**config.mk**
```make
export PLATFORM = sky130hd
export DESIGN_NAME = apb_load_responder_flat
export DESIGN_NICKNAME = d
export VERILOG_FILES = /design/src/rtl/rv32i_bus_pkg.sv /design/src/rtl/apb_load_responder_if.sv /design/src/rtl/apb_addr_decode.sv /design/src/rtl/apb_load_responder.sv /design/src/flat_wrapper.sv
export SDC_FILE = /design/constraint.sdc
export NUM_CORES = 1
export LEC_CHECK = 0
export ABC_AREA = 0
export CAP_MARGIN = 20
export CORE_MARGIN = 4
export CORE_UTILIZATION = 35
export DETAILED_ROUTE_END_ITERATION = 10
export SLEW_MARGIN = 20
export SYNTH_ARGS = -nofsm -noshare
export SYNTH_HDL_FRONTEND = slang
export SYNTH_SLANG_ARGS = --single-unit
```
**constraint.sdc**
```tcl
create_clock -name clk -period 2.2 [get_ports clk]
set_input_delay 0.33 -clock clk [delete_from_list [all_inputs] [get_ports clk]]
set_output_delay 0.33 -clock clk [all_outputs]
set_load 0.1 [all_outputs]
```
**src/rtl/rv32i_bus_pkg.sv**
```systemverilog
`default_nettype none
// ============================================================================
// Module      : rv32i_bus_pkg
// Description : Shared types and sizes for the host load/debug bus responder.
// Revision    : 1.0 - initial release
// ============================================================================
package rv32i_bus_pkg;

    localparam int ADDRESS_LENGTH_DEF = 11;
    localparam int IMEM_WORDS         = 2 ** ADDRESS_LENGTH_DEF;
    localparam int DMEM_WORDS         = 2 ** ADDRESS_LENGTH_DEF;

    typedef enum logic [2:0] {
        ST_IDLE    = 3'd0,
        ST_CAPTURE = 3'd1,
        ST_ACCESS  = 3'd2,
        ST_RDWAIT  = 3'd3,
        ST_RELEASE = 3'd4
    } load_state_t;

    typedef enum logic {
        TGT_IMEM = 1'b0,
        TGT_DMEM = 1'b1
    } target_t;

endpackage
`default_nettype wire

```
**src/rtl/apb_load_responder_if.sv**
```systemverilog
`default_nettype none
// ============================================================================
// Module      : apb_load_responder_if
// Description : Host load/debug bus; master = host pins, slave = responder.
// Revision    : 1.0 - initial release
// ============================================================================
interface apb_load_responder_if #(
    parameter int DATA_LENGTH = 32
);
    logic [31:0]            addr_in;
    logic [DATA_LENGTH-1:0] data_in;
    logic                   pselect;
    logic                   pwrite;
    logic                   pready;
    logic [DATA_LENGTH-1:0] data_out;
    logic                   xfer_done;
    logic                   xfer_err;

    modport master (
        output addr_in, data_in, pselect, pwrite, pready,
        input  data_out, xfer_done, xfer_err
    );

    modport slave (
        input  addr_in, data_in, pselect, pwrite, pready,
        output data_out, xfer_done, xfer_err
    );
endinterface
`default_nettype wire

```
**src/rtl/apb_addr_decode.sv**
```systemverilog
`default_nettype none
// ============================================================================
// Module      : apb_addr_decode
// Description : Legality check and word-index decode of a captured transfer.
// Revision    : 1.0 - initial release
// ============================================================================
module apb_addr_decode
    import rv32i_bus_pkg::*;
#(
    parameter int ADDRESS_LENGTH = 11
) (
    input  logic [31:0]               addr_i,
    input  logic                      pwrite_i,
    input  target_t                   target_i,
    output logic                      legal_o,
    output logic                      to_imem_o,
    output logic [ADDRESS_LENGTH-1:0] word_idx_o
);

    always_comb begin
        legal_o    = 1'b0;
        to_imem_o  = 1'b0;
        word_idx_o = '0;
        if (pwrite_i && (target_i == TGT_IMEM)) begin
            // imem is loaded by word index, not byte address
            to_imem_o  = 1'b1;
            legal_o    = (addr_i[31:ADDRESS_LENGTH] == '0);
            word_idx_o = addr_i[ADDRESS_LENGTH-1:0];
        end else begin
            // Reads always go to dmem; a read while loading imem is rejected
            legal_o    = (addr_i[1:0] == 2'b00)
                      && (addr_i[31:ADDRESS_LENGTH+2] == '0)
                      && !(!pwrite_i && (target_i == TGT_IMEM));
            word_idx_o = addr_i[ADDRESS_LENGTH+1:2];
        end
    end

endmodule
`default_nettype wire

```
**src/rtl/apb_load_responder.sv**
```systemverilog
`default_nettype none
// ============================================================================
// Module      : apb_load_responder
// Description : Turns each host bus transfer into one imem/dmem access.
// Revision    : 1.0 - initial release
// ============================================================================
module apb_load_responder
    import rv32i_bus_pkg::*;
#(
    parameter int DATA_LENGTH    = 32,
    parameter int ADDRESS_LENGTH = 11
) (
    input  logic                      clk,
    input  logic                      rst,
    input  logic                      core_select,
    input  logic                      instruction_load_start,
    apb_load_responder_if.slave       bus,
    output logic                      imem_we,
    output logic [ADDRESS_LENGTH-1:0] imem_addr,
    output logic [DATA_LENGTH-1:0]    imem_wdata,
    output logic                      dmem_we,
    output logic                      dmem_re,
    output logic [ADDRESS_LENGTH-1:0] dmem_addr,
    output logic [DATA_LENGTH-1:0]    dmem_wdata,
    input  logic [DATA_LENGTH-1:0]    dmem_rdata,
    output logic                      core_en,
    output logic [ADDRESS_LENGTH:0]   load_count
);

    localparam logic [ADDRESS_LENGTH:0] LOAD_MAX = {1'b1, {ADDRESS_LENGTH{1'b0}}};

    load_state_t               state_q;
    logic [31:0]               addr_q;
    logic [DATA_LENGTH-1:0]    wdata_q;
    logic                      pwrite_q;
    target_t                   target_q;
    logic                      rd_q;
    logic                      imem_we_q;
    logic [ADDRESS_LENGTH-1:0] imem_addr_q;
    logic [DATA_LENGTH-1:0]    imem_wdata_q;
    logic                      dmem_we_q;
    logic                      dmem_re_q;
    logic [ADDRESS_LENGTH-1:0] dmem_addr_q;
    logic [DATA_LENGTH-1:0]    dmem_wdata_q;
    logic [DATA_LENGTH-1:0]    data_out_q;
    logic                      done_q;
    logic                      err_q;
    logic                      core_en_q;
    logic [ADDRESS_LENGTH:0]   load_count_q;

    logic                      w_legal;
    logic                      w_to_imem;
    logic [ADDRESS_LENGTH-1:0] w_idx;
    logic                      w_req;

    assign w_req = bus.pselect & bus.pready;

    apb_addr_decode #(
        .ADDRESS_LENGTH (ADDRESS_LENGTH)
    ) u_decode (
        .addr_i     (addr_q),
        .pwrite_i   (pwrite_q),
        .target_i   (target_q),
        .legal_o    (w_legal),
        .to_imem_o  (w_to_imem),
        .word_idx_o (w_idx)
    );

    always_ff @(posedge clk or negedge rst) begin
        if (!rst) begin
            state_q      <= ST_IDLE;
            addr_q       <= '0;
            wdata_q      <= '0;
            pwrite_q     <= 1'b0;
            target_q     <= TGT_DMEM;
            rd_q         <= 1'b0;
            imem_we_q    <= 1'b0;
            imem_addr_q  <= '0;
            imem_wdata_q <= '0;
            dmem_we_q    <= 1'b0;
            dmem_re_q    <= 1'b0;
            dmem_addr_q  <= '0;
            dmem_wdata_q <= '0;
            data_out_q   <= '0;
            done_q       <= 1'b0;
            err_q        <= 1'b0;
            core_en_q    <= 1'b0;
            load_count_q <= '0;
        end else begin
            imem_we_q <= 1'b0;
            dmem_we_q <= 1'b0;
            dmem_re_q <= 1'b0;
            done_q    <= 1'b0;
            err_q     <= 1'b0;
            core_en_q <= core_select & ~instruction_load_start
                       & (state_q == ST_IDLE) & ~w_req;

            case (state_q)
                ST_IDLE: begin
                    if (w_req) begin
                        addr_q   <= bus.addr_in;
                        wdata_q  <= bus.data_in;
                        pwrite_q <= bus.pwrite;
                        target_q <= instruction_load_start ? TGT_IMEM : TGT_DMEM;
                        state_q  <= ST_CAPTURE;
                    end
                end
                // Strobes are set on this edge so they are high during ACCESS
                ST_CAPTURE: begin
                    state_q <= ST_ACCESS;
                    rd_q    <= 1'b0;
                    if (!w_legal) begin
                        done_q <= 1'b1;
                        err_q  <= 1'b1;
                    end else if (w_to_imem) begin
                        imem_we_q    <= 1'b1;
                        imem_addr_q  <= w_idx;
                        imem_wdata_q <= wdata_q;
                        done_q       <= 1'b1;
                        if (load_count_q != LOAD_MAX) begin
                            load_count_q <= load_count_q + {{ADDRESS_LENGTH{1'b0}}, 1'b1};
                        end
                    end else begin
                        dmem_addr_q <= w_idx;
                        if (pwrite_q) begin
                            dmem_we_q    <= 1'b1;
                            dmem_wdata_q <= wdata_q;
                            done_q       <= 1'b1;
                        end else begin
                            dmem_re_q <= 1'b1;
                            rd_q      <= 1'b1;
                        end
                    end
                end
                ST_ACCESS: begin
                    state_q <= rd_q ? ST_RDWAIT : ST_RELEASE;
                end
                // Read completion is signalled together with the new data_out
                ST_RDWAIT: begin
                    data_out_q <= dmem_rdata;
                    done_q     <= 1'b1;
                    state_q    <= ST_RELEASE;
                end
                ST_RELEASE: begin
                    if (!bus.pselect) begin
                        state_q <= ST_IDLE;
                    end
                end
                default: state_q <= ST_IDLE;
            endcase
        end
    end

    assign imem_we       = imem_we_q;
    assign imem_addr     = imem_addr_q;
    assign imem_wdata    = imem_wdata_q;
    assign dmem_we       = dmem_we_q;
    assign dmem_re       = dmem_re_q;
    assign dmem_addr     = dmem_addr_q;
    assign dmem_wdata    = dmem_wdata_q;
    assign core_en       = core_en_q;
    assign load_count    = load_count_q;
    assign bus.data_out  = data_out_q;
    assign bus.xfer_done = done_q;
    assign bus.xfer_err  = err_q;

endmodule
`default_nettype wire

```
**src/flat_wrapper.sv**
```systemverilog
// flat-port wrapper written by rule: the top's interface ports become plain ports
module apb_load_responder_flat import rv32i_bus_pkg::*;
#(
    parameter int DATA_LENGTH    = 32,
    parameter int ADDRESS_LENGTH = 11
)
  (clk, rst, core_select, instruction_load_start, imem_we, imem_addr, imem_wdata, dmem_we, dmem_re, dmem_addr, dmem_wdata, dmem_rdata, core_en, load_count, bus_addr_in, bus_data_in, bus_pselect, bus_pwrite, bus_pready, bus_data_out, bus_xfer_done, bus_xfer_err);
  apb_load_responder_if #(.DATA_LENGTH(DATA_LENGTH)) bus_i ();
  input  logic clk;
  input  logic rst;
  input  logic core_select;
  input  logic instruction_load_start;
  output logic imem_we;
  output logic [ADDRESS_LENGTH-1:0] imem_addr;
  output logic [DATA_LENGTH-1:0] imem_wdata;
  output logic dmem_we;
  output logic dmem_re;
  output logic [ADDRESS_LENGTH-1:0] dmem_addr;
  output logic [DATA_LENGTH-1:0] dmem_wdata;
  input  logic [DATA_LENGTH-1:0] dmem_rdata;
  output logic core_en;
  output logic [ADDRESS_LENGTH:0] load_count;
  input wire logic [$bits(bus_i.addr_in)-1:0] bus_addr_in;
  input wire logic [$bits(bus_i.data_in)-1:0] bus_data_in;
  input wire logic [$bits(bus_i.pselect)-1:0] bus_pselect;
  input wire logic [$bits(bus_i.pwrite)-1:0] bus_pwrite;
  input wire logic [$bits(bus_i.pready)-1:0] bus_pready;
  output wire logic [$bits(bus_i.data_out)-1:0] bus_data_out;
  output wire logic [$bits(bus_i.xfer_done)-1:0] bus_xfer_done;
  output wire logic [$bits(bus_i.xfer_err)-1:0] bus_xfer_err;
  assign bus_i.addr_in = bus_addr_in;
  assign bus_i.data_in = bus_data_in;
  assign bus_i.pselect = bus_pselect;
  assign bus_i.pwrite = bus_pwrite;
  assign bus_i.pready = bus_pready;
  assign bus_data_out = bus_i.data_out;
  assign bus_xfer_done = bus_i.xfer_done;
  assign bus_xfer_err = bus_i.xfer_err;
  apb_load_responder #(.DATA_LENGTH(DATA_LENGTH), .ADDRESS_LENGTH(ADDRESS_LENGTH)) u_core (.clk(clk), .rst(rst), .core_select(core_select), .instruction_load_start(instruction_load_start), .bus(bus_i), .imem_we(imem_we), .imem_addr(imem_addr), .imem_wdata(imem_wdata), .dmem_we(dmem_we), .dmem_re(dmem_re), .dmem_addr(dmem_addr), .dmem_wdata(dmem_wdata), .dmem_rdata(dmem_rdata), .core_en(core_en), .load_count(load_count));
endmodule
```
# [After elaboration in Yosys (flattened, before gate mapping)]
# Index checks and enable logic that the tools add are counted.
[totals] register_bits=206 in_bits=103 out_inout_bits=136 elab_cells=74
[op_classes] addsub=1 n_eq_ne=7 mux=24 bitwise_logic=8 n_reduce_logical=16
[ops] operator="21-bit zero test" n=1
[ops] operator="19-bit zero test" n=1
[ops] operator="1-bit two-way mux" n=18
[ops] operator="3-bit case mux with 5 select lines" n=1
[ops] operator="12-bit by 1-bit adder with 12-bit output (second input constant)" n=1
[ops] operator="12-bit != test (second input constant)" n=1
[ops] operator="11-bit two-way mux" n=1
[ops] operator="3-bit two-way mux" n=3
[ops] operator="4-bit AND reduction" n=2
[ops] operator="3-bit by 2-bit equality test with 1-bit output (second input constant)" n=2
[ops] operator="3-bit AND reduction" n=2
[ops] operator="1-bit AND" n=4
[ops] operator="1-bit logical AND" n=4
[ops] operator="1-bit NOT" n=4
[ops] operator="2-bit AND reduction" n=2
[ops] operator="3-bit by 1-bit equality test with 1-bit output (second input constant)" n=1
[ops] operator="3-bit equality test (second input constant)" n=1
[ops] operator="3-bit zero test" n=1
[ops] operator="1-bit zero test" n=2
[ops] operator="2-bit zero test" n=1
[ops] operator="2-bit by 1-bit != test with 1-bit output (second input constant)" n=1
[ops] operator="2-bit != test (second input constant)" n=1
[ops] operator="1-bit case mux with 2 select lines" n=1

# [Depth between registers and ports, before layout]
[depth] depth_word=7 depth_mapped=6 ltp_nobuf=6

# [Hierarchy]
# A second synthesis with hierarchy kept.
[hier_totals] hier_cells=591 hier_area_um2=8161.6
[by_module_without_submodules] mod="apb_load_responder" instances=1 cells_each=567 area_per_inst_um2=7911.3
[by_module_without_submodules] mod="apb_addr_decode" instances=1 cells_each=24 area_per_inst_um2=250.2

# [Worst setup path after synthesis]
# Ideal clock, no wire load.
[synth_timing] kind="reg-to-reg" start="reg u_core.load_count_q[0] (netlist: u_core.load_count[0])" end="reg u_core.load_count_q[1] (netlist: u_core.load_count[1])" setup_ns=0.126 arrival_time_ns=2.423 slack_ns=-0.349 path_stages_with_launch=7 period_less_slack_ns=2.549 path_cell_list="dfrtp_1 > inv_1 > ha_1 > nor4b_1 > and4_1 > nor4_1 > mux2_2"
[synth_via] elab_chain_cells=2 elab_cells_between_ends=3
[synth_rtl] item="from (decl)" line_no="apb_load_responder.sv:49" text="logic [ADDRESS_LENGTH:0] load_count_q;"
[synth_rtl] item="from (signal assigned)" line_no="apb_load_responder.sv:121" text="load_count_q <= load_count_q + {{ADDRESS_LENGTH{1'b0}}, 1'b1};"
[synth_rtl] item="parallel branches: the longest is 2 deep, another holds 12-bit by 1-bit adder with 12-bit output"
# Parallel ways; which one is timed is not known.
# A chain may end at the register's enable or synchronous reset.

# [Worst setup path after layout]
[layout_timing] start="reg u_core.addr_q[17]" end="reg u_core.imem_addr_q[10] (netlist: u_core.imem_addr[10])"
[layout_via] elab_chain_cells=5 elab_cells_between_ends=6
[layout_rtl] item="from (decl)" line_no="apb_load_responder.sv:33" text="logic [31:0] addr_q;"
[layout_rtl] item="from (signal assigned)" line_no="apb_load_responder.sv:101" text="addr_q <= bus.addr_in;"
[layout_rtl] item="19-bit zero test" line_no="apb_addr_decode.sv:32" text="&& (addr_i[31:ADDRESS_LENGTH+2] == '0)"
[layout_rtl] item="1-bit logical AND" line_no="apb_addr_decode.sv:32"
[layout_rtl] item="1-bit logical AND" line_no="apb_addr_decode.sv:33" text="&& !(!pwrite_i && (target_i == TGT_IMEM));"
[layout_rtl] item="1-bit two-way mux (*)" line_no="apb_addr_decode.sv:24" text="if (pwrite_i && (target_i == TGT_IMEM)) begin"
[layout_rtl] item="3-bit AND reduction (no line) (*)"
[layout_rtl] item="to (signal assigned)" line_no="apb_load_responder.sv:117" text="imem_addr_q <= w_idx;"
[layout_rtl] item="to (decl)" line_no="apb_load_responder.sv:39" text="logic [ADDRESS_LENGTH-1:0] imem_addr_q;"
# Every way passes the cells marked *; elsewhere a longest branch is shown, timed or not.

==> key figures <==
Power and ir drop
  – VDD IR max: 0.908 mV
  – Leakage: about 5.6 nW
  – PD cells: 1140 nW/µm²

Place
  – IO buf count: 238
  – DP Wirelength: 14.8 mm
  – Final Wtd Congestion: 0.782
  – Dpl ws: 0.102 ns
  – Post-DP Area: 11000 µm²

Synthesis
  – Mapped Cells: ~520
  – Yosys warns: 0
  – Post-synth top area share: 0.603
  – Post-synth EDFFs: 0
  – Yosys reg bits: 206
  – Largest cells by area after synthesis: dfrtp_1 60%, mux2_2 17%, mux2_4 12%
  – Main synth FF type: dfrtp_1
  – Post-synth ARST share: 1.00
  – Seq/Total Area, Yosys: 0.606
  – Mapped Area: between 8000 and 9000 µm²
  – Syn nets: 621
  – Mean area per synthesized cell: 16.5 µm²
  – Cell taking the most area after synthesis: dfrtp_1
  – Post-synth cell types: between 40 and 50

Critical path
  – Crit path kind: reg -> reg
  – CP max-delay cell: dfrtp_1
  – Max incr delay on CP: 0.41 ns
  – CP cell instances: nor4_4 -> nand3_4 -> nor3_4 -> buf_4 -> mux2_2
  – CP Max Fanout: 14
  – Worst path required time: 2.60 ns
  – Buf+Inv Stages, Crit Path: 1
  – CP startpoint kind: flop
  – Arrival @ worst endpoint: 2.42 ns
  – CP Capture Type: flop
  – Crit path max-delay family: simple AND/OR/NAND/NOR gates

Timing
  – Max-slew violation count: 0
  – Max-slew headroom: 0.634
  – Fmax: 493 MHz
  – Final worst path period need: 2.03 ns
  – RSZ-0062 raised after global routing: false
  – Clk_skew: 0.0121 ns
  – Hold WS: 0.322 ns
  – Final hold vios: 0
  – Worst Tran Pin Value: 0.544 ns
  – Final Worst Setup Slack: 0.173 ns
  – Final worst path period share: 0.921
  – Setup_tns: 0 ns
  – Final Setup Violations: 0

Clock network
  – Clk pin slew, worst setup/hold paths: 0.06 ns
  – # clock sinks: 206
  – Clk buf depth: 3
  – Root Buffer Master: clkbuf_16
  – TritonCTS Buffers: 23
  – Htree depth: 1
  – CTS tree: built
  – Latest clock arrival within the worst-skew pair: 0.51 ns

Route
  – Post-route antenna net violation count: 0
  – Vias per cell: around 4.7
  – Residual DRC: 0
  – Wirelength per Cell: 18.8 µm
  – Drt first-iter violations: 226
  – Drt first pass iters: 4
  – Drt total wl: 20.8 mm
  – Total number of vias: 5225

Job
  – Max-capacitance violation count: 0

Final layout
  – Layout cell share with drive strength beyond 1: 0.510
  – Fillers: 2067
  – Nets: about 880
  – # diodes: 0
  – Fin area: approximately 12000 µm²
  – P&R area growth vs syn: 38.2%

Die
  – FP Rows: 56
  – Die height: ~160 µm
  – Die Wd: 164 µm
  – Initial Util: 0.359
  – Die ar.: 26900 µm²
  – Core Box Area: 23700 µm²
  – I/O pins: 239

GRT
  – Gr ovfl total: 0
  – Largest net degree at the start of global routing: 68
  – GRT Util Overall: 0.153
  – Vias in the first global route: ~6000
  – Initial antenna violation count: 1
  – First-pass GRT wire length: about 33 mm

Outcome
  – Status: complete, no violations

Min path
  – Hold WC Path Type: in -> async
==> per-layer routing <==
metal  GRT usage  up-vias  share of wire
li1            -     2369              -
met1       0.201     2639           0.42
met2       0.250      181           0.48
met3      0.0477       34          0.085
met4      0.0362        2          0.022
met5           0        -        0.00058
==> cells in the final DEF (no fill, tap or decap), types with 2 or more instances in the layout <==
cell type        instances
a21oi_1                  3
and3_1                   5
buf_12                   7
buf_4                  150
clkbuf_1                 4
clkbuf_16               23
clkbuf_8                 6
clkdlybuf4s50_1        101
clkinv_2                 2
clkinvlp_4               2
dfrtp_1                203
ha_1                     2
inv_1                    2
mux2_2                 125
mux2_4                  70
nand2_1                  6
nand2_2                  2
nand3_1                  8
nand3b_1                 2
nand4_1                  2
nor2_1                   8
nor2b_1                  2
nor3_1                   7
nor4_1                   8
nor4_4                   5
nor4b_1                  2
o21ai_0                  3
xor2_1                  10
==> final timing paths <==
kind                                                          start                                  end  slack (ns)  depth (start not counted)
worst max-delay path                  u_core.addr_q[17]$_DFFE_PN0P_     u_core.imem_addr[10]$_DFFE_PN0P_        0.17                          5
worst min-delay path                                            rst    u_core.dmem_wdata[26]$_DFFE_PN0P_        0.32                          2
worst max register to register        u_core.addr_q[17]$_DFFE_PN0P_     u_core.imem_addr[10]$_DFFE_PN0P_        0.17                          5
worst min register to register  u_core.bus.data_out[25]$_DFFE_PN0P_  u_core.bus.data_out[25]$_DFFE_PN0P_        0.51                          1
max in group asynchronous                                       rst          u_core.target_q$_DFFE_PN1P_        1.17                          3
min in group clk                                      dmem_rdata[0]   u_core.bus.data_out[0]$_DFFE_PN0P_        0.43                          2
==> synth_stat cells (2+ instances only) <==
library cell and count:
xor2_1 10, nand3_1 8, mux2_2 125, nand3b_1 2
dfrtp_1 205, buf_12 4, mux2_4 70, and3_1 5
nor4_1 8, clkbuf_1 5, nor3_1 7, nor4b_1 2
nor2b_1 2, nand2_2 2, nor4_4 4, buf_2 11
o21ai_0 3, inv_1 2, nand2_1 6, a21oi_1 3
nand4_1 2, nor2_1 8, ha_1 2, buf_6 3
==> final cells by class <==
cell class | instances | area [µm²] | area share
clock buffers | 32 | 659 | 0.0561
inverters | 2 | 7.51 | 0.000638
flip-flops and latches | 206 | 5160 | 0.439
multi-input cells | 284 | 3160 | 0.268
repair buffers | 260 | 2300 | 0.196
clock inverters | 6 | 75.1 | 0.00638
well taps | 319 | 399 | 0.0339
==> cell families after synthesis <==
logic type / after synthesis / share of synthesized area
AO/OA/AOI/OAI: 6 / 0.00353
buffers and inverters: 26 / 0.0238
adder cells (fa/ha/maj): 2 / 0.00294
flip-flops: 206 / 0.606
XOR/XNOR: 11 / 0.0113
multiplexers: 196 / 0.290
AND/OR/NAND/NOR: 69 / 0.0619
==> sequential cells by signal (all words and copies together), names as in the netlist, 3 cells and up <==
register and count:
u_core.dmem_addr 11, u_core.dmem_wdata 32, u_core.bus.data_out 32, u_core.state_q 3, u_core.load_count 12, u_core.addr_q 32, u_core.imem_addr 11, u_core.wdata_q 32
u_core.imem_wdata 32
==> report_power, final <==
group / switching (mW) / internal [mW] / leakage, nW
clock: 1.49 / 2.21 / 0.356
combinational: 3.00 / 1.43 / 2.58
sequential: 0.625 / 4.62 / 2.65
total: 5.11 / 8.26 / 5.58
==> what timing repair did <==
action	4_1_cts	5_1_grt
hold buffers	1	0
resized for setup	0	0
endpoints found under the hold margin	38	0
endpoints found under the setup margin	0	0
buffers inserted	0	0
==> per-stage QoR <==
| step | utilization | cells | power [mW] |
|---|---|---|---|
| finish | 0.497 | 1109 | 13.4 |
| global route | 0.497 | 1109 | 14.0 |
| CTS | 0.497 | 1109 | 13.6 |
| detailed placement | 0.465 | 1070 | 9.79 |
| global placement | 0.465 | 1070 | 9.66 |
| floorplan | - | 516 | 8.54 |
(Power assumes the default switching activity.)
